### src/rtl/i2c_target_pkg.sv
// i2c_target_pkg: shared types and constants for the I2C target.
//   byte_t             8-bit data byte carried on the bus and user interface
//   address_t          7-bit I2C bus address
//   ACKT_t             ACK slot level (ACK_T = line low, NACK_T = line released)
//   i2c_target_state_t protocol FSM states of the target
package i2c_target_pkg;

    typedef logic [7:0] byte_t;
    typedef logic [6:0] address_t;

    typedef logic ACKT_t;
    localparam ACKT_t ACK_T  = 1'b0;
    localparam ACKT_t NACK_T = 1'b1;

    typedef enum logic [2:0] {
        IDLE,
        ADDR,
        ADDR_ACK,
        WR_DATA,
        WR_ACK,
        RD_DATA,
        RD_ACK
    } i2c_target_state_t;

endpackage

### src/rtl/i2c_line_sync.sv
// i2c_line_sync: synchronizes raw SCL/SDA into the clk domain and derives bus events.
// Ports:
//   clk, rst   system clock, synchronous active-high reset
//   scl_i      raw SCL level
//   sda_i      raw SDA level
//   scl_rise   one-cycle pulse on a synchronized SCL 0->1
//   scl_fall   one-cycle pulse on a synchronized SCL 1->0
//   start_det  one-cycle pulse on SDA 1->0 while SCL is high
//   stop_det   one-cycle pulse on SDA 0->1 while SCL is high
//   sda_s      synchronized SDA level
module i2c_line_sync #(
    parameter int unsigned SYNC_STAGES = 2
) (
    input  logic clk,
    input  logic rst,
    input  logic scl_i,
    input  logic sda_i,
    output logic scl_rise,
    output logic scl_fall,
    output logic start_det,
    output logic stop_det,
    output logic sda_s
);

    logic [SYNC_STAGES-1:0] scl_sync_q;
    logic [SYNC_STAGES-1:0] sda_sync_q;
    logic                   scl_hist_q;
    logic                   sda_hist_q;
    logic                   scl_s;

    // Reset to the idle-bus level so no spurious event fires when reset releases.
    always_ff @(posedge clk) begin
        if (rst) begin
            scl_sync_q <= '1;
            sda_sync_q <= '1;
            scl_hist_q <= 1'b1;
            sda_hist_q <= 1'b1;
        end else begin
            scl_sync_q <= {scl_sync_q[SYNC_STAGES-2:0], scl_i};
            sda_sync_q <= {sda_sync_q[SYNC_STAGES-2:0], sda_i};
            scl_hist_q <= scl_sync_q[SYNC_STAGES-1];
            sda_hist_q <= sda_sync_q[SYNC_STAGES-1];
        end
    end

    assign scl_s = scl_sync_q[SYNC_STAGES-1];
    assign sda_s = sda_sync_q[SYNC_STAGES-1];

    assign scl_rise  = scl_s & ~scl_hist_q;
    assign scl_fall  = ~scl_s & scl_hist_q;
    // SCL must be high in both samples so an SDA edge coincident with an SCL edge is not a START/STOP.
    assign start_det = sda_hist_q & ~sda_s & scl_s & scl_hist_q;
    assign stop_det  = ~sda_hist_q & sda_s & scl_s & scl_hist_q;

endmodule

### src/rtl/i2c_target.sv
// i2c_target: single-address I2C target (slave), no clock stretching.
// Ports:
//   clk, rst   system clock (>= 16x SCL), synchronous active-high reset
//   scl_i      raw SCL level
//   sda_i      raw SDA level
//   sda_oe     1 pulls SDA low, 0 releases it
//   rx_data    last accepted write byte
//   rx_valid   one-cycle pulse when rx_data is new
//   rx_ready   user can accept a byte, sampled at the write ACK decision
//   tx_data    byte to return on a read; must be stable while tx_req is requested
//   tx_req     one-cycle pulse, tx_data has just been loaded into the shifter
//   busy       high from an address match until STOP, START with mismatch, or reset
module i2c_target
    import i2c_target_pkg::*;
#(
    parameter address_t    TARGET_ADDR = 7'h50,
    parameter int unsigned SYNC_STAGES = 2
) (
    input  logic  clk,
    input  logic  rst,
    input  logic  scl_i,
    input  logic  sda_i,
    output logic  sda_oe,
    output byte_t rx_data,
    output logic  rx_valid,
    input  logic  rx_ready,
    input  byte_t tx_data,
    output logic  tx_req,
    output logic  busy
);

    logic scl_rise;
    logic scl_fall;
    logic start_det;
    logic stop_det;
    logic sda_s;

    i2c_line_sync #(
        .SYNC_STAGES(SYNC_STAGES)
    ) u_line_sync (
        .clk      (clk),
        .rst      (rst),
        .scl_i    (scl_i),
        .sda_i    (sda_i),
        .scl_rise (scl_rise),
        .scl_fall (scl_fall),
        .start_det(start_det),
        .stop_det (stop_det),
        .sda_s    (sda_s)
    );

    i2c_target_state_t state_q;
    logic [2:0]        bit_cnt_q;
    byte_t             shift_q;
    logic              rw_q;
    // Set once a full byte (or the master's ACK bit) has been sampled; the
    // following scl_fall then performs the slot action.
    logic              byte_done_q;
    ACKT_t             mack_q;
    logic              sda_oe_q;
    byte_t             rx_data_q;
    logic              rx_valid_q;
    logic              tx_req_q;
    logic              busy_q;

    always_ff @(posedge clk) begin
        if (rst) begin
            state_q     <= IDLE;
            bit_cnt_q   <= 3'd0;
            shift_q     <= 8'h00;
            rw_q        <= 1'b0;
            byte_done_q <= 1'b0;
            mack_q      <= NACK_T;
            sda_oe_q    <= 1'b0;
            rx_data_q   <= 8'h00;
            rx_valid_q  <= 1'b0;
            tx_req_q    <= 1'b0;
            busy_q      <= 1'b0;
        end else begin
            rx_valid_q <= 1'b0;
            tx_req_q   <= 1'b0;
            if (stop_det) begin
                state_q     <= IDLE;
                sda_oe_q    <= 1'b0;
                busy_q      <= 1'b0;
                byte_done_q <= 1'b0;
            end else if (start_det) begin
                // Also a repeated START: busy is kept until the address is re-checked.
                state_q     <= ADDR;
                bit_cnt_q   <= 3'd0;
                byte_done_q <= 1'b0;
                sda_oe_q    <= 1'b0;
            end else begin
                unique case (state_q)
                    IDLE: begin
                    end
                    ADDR: begin
                        if (!byte_done_q) begin
                            if (scl_rise) begin
                                shift_q   <= {shift_q[6:0], sda_s};
                                bit_cnt_q <= bit_cnt_q + 3'd1;
                                if (bit_cnt_q == 3'd7) begin
                                    // shift_q[6:0] holds the seven address bits; sda_s is R/W.
                                    if (shift_q[6:0] == TARGET_ADDR) begin
                                        busy_q      <= 1'b1;
                                        rw_q        <= sda_s;
                                        byte_done_q <= 1'b1;
                                    end else begin
                                        busy_q  <= 1'b0;
                                        state_q <= IDLE;
                                    end
                                end
                            end
                        end else if (scl_fall) begin
                            sda_oe_q    <= 1'b1;
                            byte_done_q <= 1'b0;
                            state_q     <= ADDR_ACK;
                        end
                    end
                    ADDR_ACK: begin
                        if (scl_fall) begin
                            bit_cnt_q <= 3'd0;
                            if (!rw_q) begin
                                sda_oe_q <= 1'b0;
                                state_q  <= WR_DATA;
                            end else begin
                                tx_req_q <= 1'b1;
                                shift_q  <= tx_data;
                                sda_oe_q <= ~tx_data[7];
                                state_q  <= RD_DATA;
                            end
                        end
                    end
                    WR_DATA: begin
                        if (!byte_done_q) begin
                            if (scl_rise) begin
                                shift_q   <= {shift_q[6:0], sda_s};
                                bit_cnt_q <= bit_cnt_q + 3'd1;
                                if (bit_cnt_q == 3'd7) begin
                                    byte_done_q <= 1'b1;
                                end
                            end
                        end else if (scl_fall) begin
                            byte_done_q <= 1'b0;
                            state_q     <= WR_ACK;
                            if (rx_ready) begin
                                rx_valid_q <= 1'b1;
                                rx_data_q  <= shift_q;
                                sda_oe_q   <= 1'b1;
                            end
                        end
                    end
                    WR_ACK: begin
                        if (scl_fall) begin
                            sda_oe_q <= 1'b0;
                            state_q  <= WR_DATA;
                        end
                    end
                    RD_DATA: begin
                        if (scl_fall) begin
                            bit_cnt_q <= bit_cnt_q + 3'd1;
                            if (bit_cnt_q == 3'd7) begin
                                sda_oe_q    <= 1'b0;
                                byte_done_q <= 1'b0;
                                state_q     <= RD_ACK;
                            end else begin
                                sda_oe_q <= ~shift_q[6];
                                shift_q  <= {shift_q[6:0], 1'b0};
                            end
                        end
                    end
                    RD_ACK: begin
                        if (!byte_done_q) begin
                            if (scl_rise) begin
                                mack_q      <= sda_s;
                                byte_done_q <= 1'b1;
                            end
                        end else if (scl_fall && (mack_q == ACK_T)) begin
                            // After a NACK byte_done_q stays set: park here until STOP/START.
                            byte_done_q <= 1'b0;
                            bit_cnt_q   <= 3'd0;
                            tx_req_q    <= 1'b1;
                            shift_q     <= tx_data;
                            sda_oe_q    <= ~tx_data[7];
                            state_q     <= RD_DATA;
                        end
                    end
                    default: begin
                        state_q  <= IDLE;
                        sda_oe_q <= 1'b0;
                    end
                endcase
            end
        end
    end

    assign sda_oe   = sda_oe_q;
    assign rx_data  = rx_data_q;
    assign rx_valid = rx_valid_q;
    assign tx_req   = tx_req_q;
    assign busy     = busy_q;

endmodule

### config.mk
export PLATFORM = sky130hd
export DESIGN_NAME = i2c_target
export DESIGN_NICKNAME = d
export VERILOG_FILES = /design/src/rtl/i2c_target_pkg.sv /design/src/rtl/i2c_line_sync.sv /design/src/rtl/i2c_target.sv
export SDC_FILE = /design/constraint.sdc
export NUM_CORES = 1
export LEC_CHECK = 0
export BUFFER_PORTS_ARGS = -buffer_cell sky130_fd_sc_hd__clkbuf_2
export CORE_AREA = 2 2 91 93
export DETAILED_ROUTE_END_ITERATION = 10
export DIE_AREA = 0 0 93 95
export SETUP_SLACK_MARGIN = 0.2
export SLEW_MARGIN = 40
export SYNTH_ARGS = -nofsm -noshare
export SYNTH_HDL_FRONTEND = slang
export SYNTH_SLANG_ARGS = --single-unit
### constraint.sdc
create_clock -name clk -period 6.2 [get_ports clk]
set_input_delay 0.31 -clock clk [delete_from_list [all_inputs] [get_ports clk]]
set_output_delay 0.31 -clock clk [all_outputs]
set_load 0.005 [all_outputs]
==> results by group, run 1 <==
Finish
  • Proportion of layout cells with a drive suffix above 1: 0.179
  • Area Overhead vs Synth: 15.6%
  • Diodes inserted: 0
  • Fill count: 864
  • Nets@finish: 271

Power and ir drop
  • Maximum vdd ir drop: 0.115 mV
  • Final total power: 475 µW
  • Leak Pwr: 0.828 nW
  • Cell Pwr Density: 213 nW/µm²

CTS
  • Skew-Pair Late Insertion Delay: 0.29 ns
  • Clock buffers created by TritonCTS: 5
  • Hold Buf Count CTS: 0
  • Clock root cell: clkbuf_8
  • CTS resizes: 0
  • H-tree depth: 2
  • Clk sinks: 35
  • Postcts setup bufs: 0
  • Worst-path clk slew: 0.07 ns
  • Max clock buf depth: 2
  • CTS tree: yes

Job
  • Max Cap Violations: 0

Yosys
  • Synth Net Count: 257
  • Seq/Total Area, Yosys: 0.364
  • Syn Std Cell Area: 1930 µm²
  • Dominant synthesized flop cell: dfxtp_1
  • Yosys Warn Count: 0
  • Top cells by area, synth: dfxtp_1, mux2i_1, a21oi_1
  • Share of the synthesized area in the top cell type: 0.364
  • Seq cells post-synth: 35
  • Asr flop ratio synth: 0
  • Syn Area/Cell: 7.96 µm²
  • Leading area contributor after synthesis: dfxtp_1
  • Distinct cells, synth: 53
  • Post-Syn Instances: 242
  • Post-synth EDFFs: 0

Routing
  • WL/cell: 12.6 µm
  • Via Count: 1764
  • Final ANT Viol Nets: 0
  • DR iter-0 viols: 156
  • TritonRoute pass-1 iters: 4
  • DR vias/cell: 4.87
  • WL final: 4570 µm
  • Drt drc: 0

Die
  • Cell Rows: 33
  • Die footprint: 8840 µm²
  • # IOs: 25
  • Core Region: 7930 µm²
  • Die Y: 95 µm
  • Initial core utilization: 0.243
  • Die Wd: 93 µm

Setup path
  • Crit path required time: 6.38 ns
  • Worst r2r src: state_q[0]$_SDFFE_PP0P_
  • Critical path launch point type: register
  • CP arrival: 2.57 ns
  • Worst Setup Path Type: register to register
  • Critical path fanouts, max: 26
  • CP Capture Type: register
  • CP Launch Point: state_q[0]$_SDFFE_PP0P_

Global routing
  • Total gr overflow: 0
  • First-pass GRT wire length: 7620 µm
  • Met2 Use GR: 0.158
  • Largest net degree at the start of global routing: 31
  • Overall Global Routing Usage: 0.107
  • Top Usage Layer GRT: met2
  • Met1 usage: 0.153
  • Vias in the first global route: 1554
  • GR Util met3: 0.0303
  • Initial antenna violation count: 0

Timing
  • Final setup fails: 0
  • Achievable Freq: 418 MHz
  • Min cycle time layout: 2.39 ns
  • Max_slew headroom: 0.480
  • Layout Skew: 0.00679 ns
  • Slew Viols, Final: 0
  • Fin. Hold Viols: 0
  • TNS Setup: 0 ns
  • Slew @ Worst Pin: 0.780 ns
  • RSZ-0062 raised after global routing: false
  • Period utilisation layout: 0.386
  • Hold slack: 0.200 ns

Placement
  • Buffers on Ports: 24
  • Dpl hpwl: 3300 µm
  • Routability congestion estimate: 0.880

Run status
  • Status: complete, no violations

Min path
  • Worst min-delay path class: input pin to register
  • Hold wc startpoint: sda_i
cell usage after synthesis, types with 2 or more instances:
| master | n |
|---|---|
| dfxtp_1 | 35 |
| nor2b_1 | 5 |
| ha_1 | 2 |
| buf_2 | 4 |
| o21ai_0 | 14 |
| a31oi_1 | 3 |
| o21a_1 | 3 |
| nor2_1 | 24 |
| nor3_1 | 13 |
| a22o_1 | 2 |
| mux2i_1 | 11 |
| inv_1 | 7 |
| a21oi_1 | 21 |
| nand3b_1 | 2 |
| nand2_1 | 16 |
| nand2b_1 | 6 |
| o22ai_1 | 3 |
| clkbuf_1 | 11 |
| nor3b_1 | 3 |
| or3_1 | 11 |
| nand3_1 | 6 |
| or2_2 | 8 |
| o211ai_1 | 2 |
final cells by class:
class | count | area, µm² | area share
sequential | 35 | 701 | 0.315
inverter | 7 | 26.3 | 0.0118
clock inverter | 2 | 35.0 | 0.0157
tap | 105 | 131 | 0.0590
clock buffer | 6 | 82.6 | 0.0371
timing repair buffer | 25 | 128 | 0.0573
multi-input combinational | 182 | 1120 | 0.504
critical path: stages, from the launching register on:
cell and delay, ns:
dfxtp_1 0.83, nand2b_1 0.30, a21oi_1 0.10, a221o_1 0.31, or3_4 0.39, a311o_1 0.35
through the flow:
step,setup WS (ns),util,std cells,area [µm²]
after floorplan,4.16,-,242,1930
after global placement,3.87,0.265,354,2100
after detailed placement,3.84,0.265,354,2100
after CTS,3.83,0.280,362,2220
after global routing,3.70,0.281,362,2230
final,3.81,0.281,362,2230
power breakdown:
group	leakage [nW]	total (mW)	switching, mW	internal (mW)
Sequential	0.283	0.233	0.00549	0.227
Clock	0.0612	0.215	0.0846	0.130
Combinational	0.484	0.0281	0.0153	0.0128
cells by family (layout without fill, tap and decap cells):
| kind of cell | Yosys count | after routing | synth area share |
|---|---|---|---|
| DFF | 35 | 35 | 0.364 |
| adders and majority gates | 2 | 2 | 0.0130 |
| muxes | 11 | 11 | 0.0571 |
| and+or+nand+nor | 104 | 104 | 0.294 |
| buffers and inverters | 25 | 40 | 0.0558 |
| AOI/OAI and AO/OA | 64 | 64 | 0.212 |
| xor gates and xnor gates | 1 | 1 | 0.00455 |
path summary, 6_finish.rpt:
check	endpoint	slack, ns	cells after the start
setup / recovery	state_q[0]$_SDFFE_PP0P_	3.81	5
hold / removal	u_line_sync.sda_sync_q[0]$_SDFF_PP1_	0.20	2
setup reg to reg	state_q[0]$_SDFFE_PP0P_	3.81	5
hold reg to reg	u_line_sync.scl_sync_q[1]$_SDFF_PP1_	0.41	1
placed cells by master, fill, tap and decap left out, types with 2 or more instances in the layout:
cell,synthesis,final
a21oi_1,21,21
a22o_1,2,2
a31oi_1,3,3
clkbuf_2,1,24
clkbuf_8,0,6
dfxtp_1,35,35
ha_1,2,2
inv_1,7,7
mux2i_1,11,11
nand2_1,16,16
nand2b_1,6,6
nand3_1,6,6
nand3b_1,2,2
nor2_1,24,24
nor2b_1,5,5
nor3_1,13,12
nor3b_1,3,3
o211ai_1,2,2
o21a_1,3,3
o21ai_0,14,14
o22ai_1,3,3
or2_2,8,8
or3_1,11,11
flip-flops by register name, indices dropped and copies added (netlist names):
register / count
rx_data: 8
shift_q: 8
bit_cnt_q: 3
state_q: 3
u_line_sync.scl_sync_q: 2
u_line_sync.sda_sync_q: 2
busy: 1
byte_done_q: 1
mack_q: 1
rw_q: 1
rx_valid: 1
sda_oe: 1
tx_req: 1
u_line_sync.scl_hist_q: 1
u_line_sync.sda_hist_q: 1
routing by layer:
layer,routed length [µm],part of all wire,vias up
met4,52,0.011,0
li1,-,-,894
met1,2200,0.48,819
met2,2060,0.45,45
met5,0,0,-
met3,260,0.057,6
Note: power is estimated with default switching activity, not from simulation.
==> inputs of run 2 (changes only) <==
- ABC_AREA: not set -> 1
- CORE_AREA: 2 2 91 93 -> 2 2 95 97
- DIE_AREA: 0 0 93 95 -> 0 0 97 99
- clock period: 6.2 -> 2.3 ns (I/O delays scaled with it)
==> run 2 against run 1 <==
Effect of this change:
- non-clock buffer count is 1 lower
- setup slack worse by 3.3 ns
- synthesized cell count is 19% higher
- cell area is 7.1% higher
- hold slack worse by 0.19 ns
- clock power is 110% higher
- synthesized area is 8.5% higher
- final cell count is 17% higher
- sequential cell count stayed put
- critical endpoint is now state_q[2]$_SDFFE_PP0P_
==> results by group, run 2 <==
Setup path
  • Crit path max-delay family: simple AND/OR/NAND/NOR gates
  • CP max stage cell: dfxtp_1
  • Biggest cell delay along the critical path: 0.67 ns (-0.16 ns)
  • Buf+Inv Stages, Crit Path: 1 (+1)
  • CP Depth: 9 (+4)
  • CP Capture Type: register
  • CP endpoint: state_q[2]$_SDFFE_PP0P_
  • FF-to-FF End: state_q[2]$_SDFFE_PP0P_
  • Reg2Reg Setup Slack: 0.53 ns (-3.28 ns)
  • CP arrival: 1.96 ns (-0.61 ns)
  • Most frequent CP cell: nor2_1
  • Crit path required time: 2.49 ns (-3.89 ns)
  • Critical path fanouts, max: 9 (-65%)
  • Worst Setup Path Type: register to register
  • Cells on worst reg2reg path: 9 (+4)
  • Worst r2r src: state_q[2]$_SDFFE_PP0P_
  • Critical path launch point type: register
  • CP cell instances: inv_2 > nand3_1 > nor2_1 > nand2_1 > nand3_1 > nor2_1 > nand2_1 > o21ai_1 > nor2_1
  • CP Launch Point: state_q[2]$_SDFFE_PP0P_

Die
  • Die Y: 99 µm (+4.2%)
  • Core Region: 8550 µm² (+7.9%)
  • Cell Rows: 34 (+3.0%)
  • Initial core utilization: 0.245 (+0.00146)
  • # IOs: 25 (unchanged)
  • Die Wd: 97 µm (+4.3%)
  • Die footprint: 9600 µm² (+8.7%)

Yosys
  • Seq/Total Area, Yosys: 0.335 (-0.0285)
  • Syn Std Cell Area: 2090 µm² (+8.5%)
  • Synth Net Count: 303 (+18%)
  • Post-synth top cells: nand2_1, nor2_1, dfxtp_1, inv_1, nand3_1
  • Leading area contributor after synthesis: dfxtp_1
  • Share of the synthesized area in the top cell type: 0.335 (-0.0285)
  • Seq cells post-synth: 35 (unchanged)
  • Top cells by area, synth: dfxtp_1, nand2_1, nor2_1
  • Yosys Warn Count: 0 (unchanged)
  • Dominant synthesized flop cell: dfxtp_1
  • Top-count cell post-synth: nand2_1
  • Post-Syn Instances: 288 (+19%)
  • Asr flop ratio synth: 0 (unchanged)
  • Distinct cells, synth: 34 (-36%)
  • Post-synth EDFFs: 0 (unchanged)
  • Syn Area/Cell: 7.26 µm² (-8.8%)

Timing
  • Min cycle time layout: 1.77 ns (-0.622 ns)
  • Achievable Freq: 564 MHz (+35%)
  • Slew @ Worst Pin: 0.549 ns (-0.231 ns)
  • Max_slew headroom: 0.634 (+0.154)
  • Hold slack: 0.00561 ns (-0.195 ns)
  • Layout Skew: 0.00985 ns (+0.00306 ns)
  • Fin. Hold Viols: 0 (unchanged)
  • Final setup fails: 0 (unchanged)
  • Slew Viols, Final: 0 (unchanged)
  • Period utilisation layout: 0.771 (+0.384)
  • TNS Setup: 0 ns (unchanged)
  • RSZ-0062 raised after global routing: false

Finish
  • Fill count: 942 (+9.0%)
  • Most frequent cells in the layout: nand2_1, nor2_1, dfxtp_1
  • Proportion of layout cells with a drive suffix above 1: 0.217 (+0.0376)
  • Diodes inserted: 0 (unchanged)
  • Area Overhead vs Synth: 14.1%
  • Commonest non-fill, non-tap cell in the layout: nand2_1
  • Nets@finish: 328 (+21%)

Power and ir drop
  • Clock share of power: 0.188 (-0.263)
  • Leak Pwr: 1.10 nW (+33%)
  • Logic gate share of total power: 0.474 (+0.415)
  • Net Sw Frac: 0.452 (+0.230)
  • Switching pwr: 1.08 mW (+920%)
  • Maximum vdd ir drop: 0.258 mV (+120%)
  • Cell internal pwr: 1.31 mW (+250%)
  • Flop pwr share: 0.338 (-0.151)
  • Cell Pwr Density: 1000 nW/µm² (+370%)

CTS
  • Hold Buf Count CTS: 0 (unchanged)
  • Clock root cell: clkbuf_8
  • CTS resizes: 0 (unchanged)
  • Clk sinks: 35 (unchanged)
  • Worst-path clk slew: 0.08 ns (about the same)
  • H-tree depth: 2 (unchanged)
  • CTS tree: yes
  • Clock buffers created by TritonCTS: 5 (unchanged)
  • Max clock buf depth: 2 (unchanged)
  • Skew-Pair Late Insertion Delay: 0.29 ns (about the same)
  • Postcts setup bufs: 0 (unchanged)

Routing
  • Final ANT Viol Nets: 0 (unchanged)
  • Via Count: 1934 (+9.6%)
  • Drt drc: 0 (unchanged)
  • DR vias/cell: 4.58 (-6.0%)
  • WL final: 5130 µm (+12%)
  • DR iter-0 viols: 117 (-25%)
  • TritonRoute pass-1 iters: 4 (unchanged)
  • WL/cell: 12.2 µm (-3.7%)

Global routing
  • Overall Global Routing Usage: 0.113 (+0.00558)
  • Initial antenna violation count: 0 (unchanged)
  • Total gr overflow: 0 (unchanged)
  • Largest net degree at the start of global routing: 24 (-23%)
  • Vias in the first global route: 1789 (+15%)
  • First-pass GRT wire length: 8790 µm (+15%)

Job
  • Max Cap Violations: 0 (unchanged)

Min path
  • Worst min-delay path class: input pin to register

Placement
  • Routability congestion estimate: 0.907 (+3.1%)
  • Buffers on Ports: 24 (unchanged)
  • Dpl hpwl: 3950 µm (+20%)

Run status
  • Status: complete, no violations
## run 2: cell types whose count changed after synthesis, sizes merged, moves of 6 or more
cell    before  now
nand2       16   70
nor2        24   51
nand2b       6    0
a211oi       0    6
mux2i       11    0
nand3        6   29
o21ai       15   21
nand4        0    7
nor2b        6    0
a21oi       21   15
clkbuf      12    2
inv          7   32
nor3        13    4
or3         12    0
## run 2: worst min path at each step
| stage | startpoint | end | cells after the start |
|---|---|---|---|
| 5_1_grt | sda_i | u_line_sync.sda_sync_q[0]$_SDFF_PP1_ | 2 |
| 3_5_place_dp | scl_i | u_line_sync.scl_sync_q[0]$_SDFF_PP1_ | 2 |
| 2_1_floorplan | scl_i | u_line_sync.scl_sync_q[0]$_SDFF_PP1_ | 1 |
| 3_3_place_gp | scl_i | u_line_sync.scl_sync_q[0]$_SDFF_PP1_ | 2 |
| 6_report | scl_i | u_line_sync.scl_sync_q[0]$_SDFF_PP1_ | 2 |
| 4_1_cts | scl_i | u_line_sync.scl_sync_q[0]$_SDFF_PP1_ | 2 |
## run 2: power groups by stage
stage,logic [mW],clock network [mW],registers [mW]
3_3_place_gp,1.15,0,0.821
5_1_grt,1.29,0.494,0.822
2_1_floorplan,0.998,0,0.768
6_report,1.13,0.448,0.807
3_5_place_dp,1.13,0,0.820
4_1_cts,1.14,0.466,0.807
## run 2: worst register-to-register path, cell delays in order (launching register included)
cell,delay (ns)
dfxtp_1,0.67
inv_2,0.16
nand3_1,0.20
nor2_1,0.06
nand2_1,0.11
nand3_1,0.08
nor2_1,0.09
nand2_1,0.10
o21ai_1,0.14
nor2_1,0.05
## run 2: per-layer routing
layer,part of all wire,wire [µm],vias up,track usage
met3,0.048,246,9,0.0227
met2,0.46,2370,43,0.184
met1,0.48,2450,875,0.150
met4,0.014,73,0,0.0358
li1,-,-,1007,-
met5,0,0,-,0
## run 2: through the flow
| step | power, mW | instances | utilization | area [µm²] | setup slack [ns] |
|---|---|---|---|---|---|
| floorplan | 1.77 | 288 | - | 2090 | 0.804 |
| global placement | 1.97 | 414 | 0.269 | 2300 | 0.566 |
| detailed placement | 1.95 | 414 | 0.269 | 2300 | 0.566 |
| CTS | 2.41 | 422 | 0.279 | 2380 | 0.544 |
| global route | 2.60 | 422 | 0.279 | 2380 | 0.355 |
| finish | 2.39 | 422 | 0.279 | 2380 | 0.527 |
## run 2: layout make-up
type | count | area [µm²] | share of cell area
Clock buffer | 6 | 72.6 | 0.0304
Clock inverter | 2 | 12.5 | 0.00525
Inverter | 32 | 123 | 0.0514
Multi-Input combinational cell | 215 | 1220 | 0.512
Sequential cell | 35 | 701 | 0.294
Tap cell | 108 | 135 | 0.0567
Timing Repair Buffer | 24 | 120 | 0.0504
## run 2: cell families after synthesis
logic type | after synthesis | synth area share
adder cells (fa/ha/maj) | 2 | 0.0120
AO/OA/AOI/OAI | 48 | 0.134
AND/OR/NAND/NOR | 165 | 0.438
flip-flops | 35 | 0.335
buffers and inverters | 38 | 0.0808
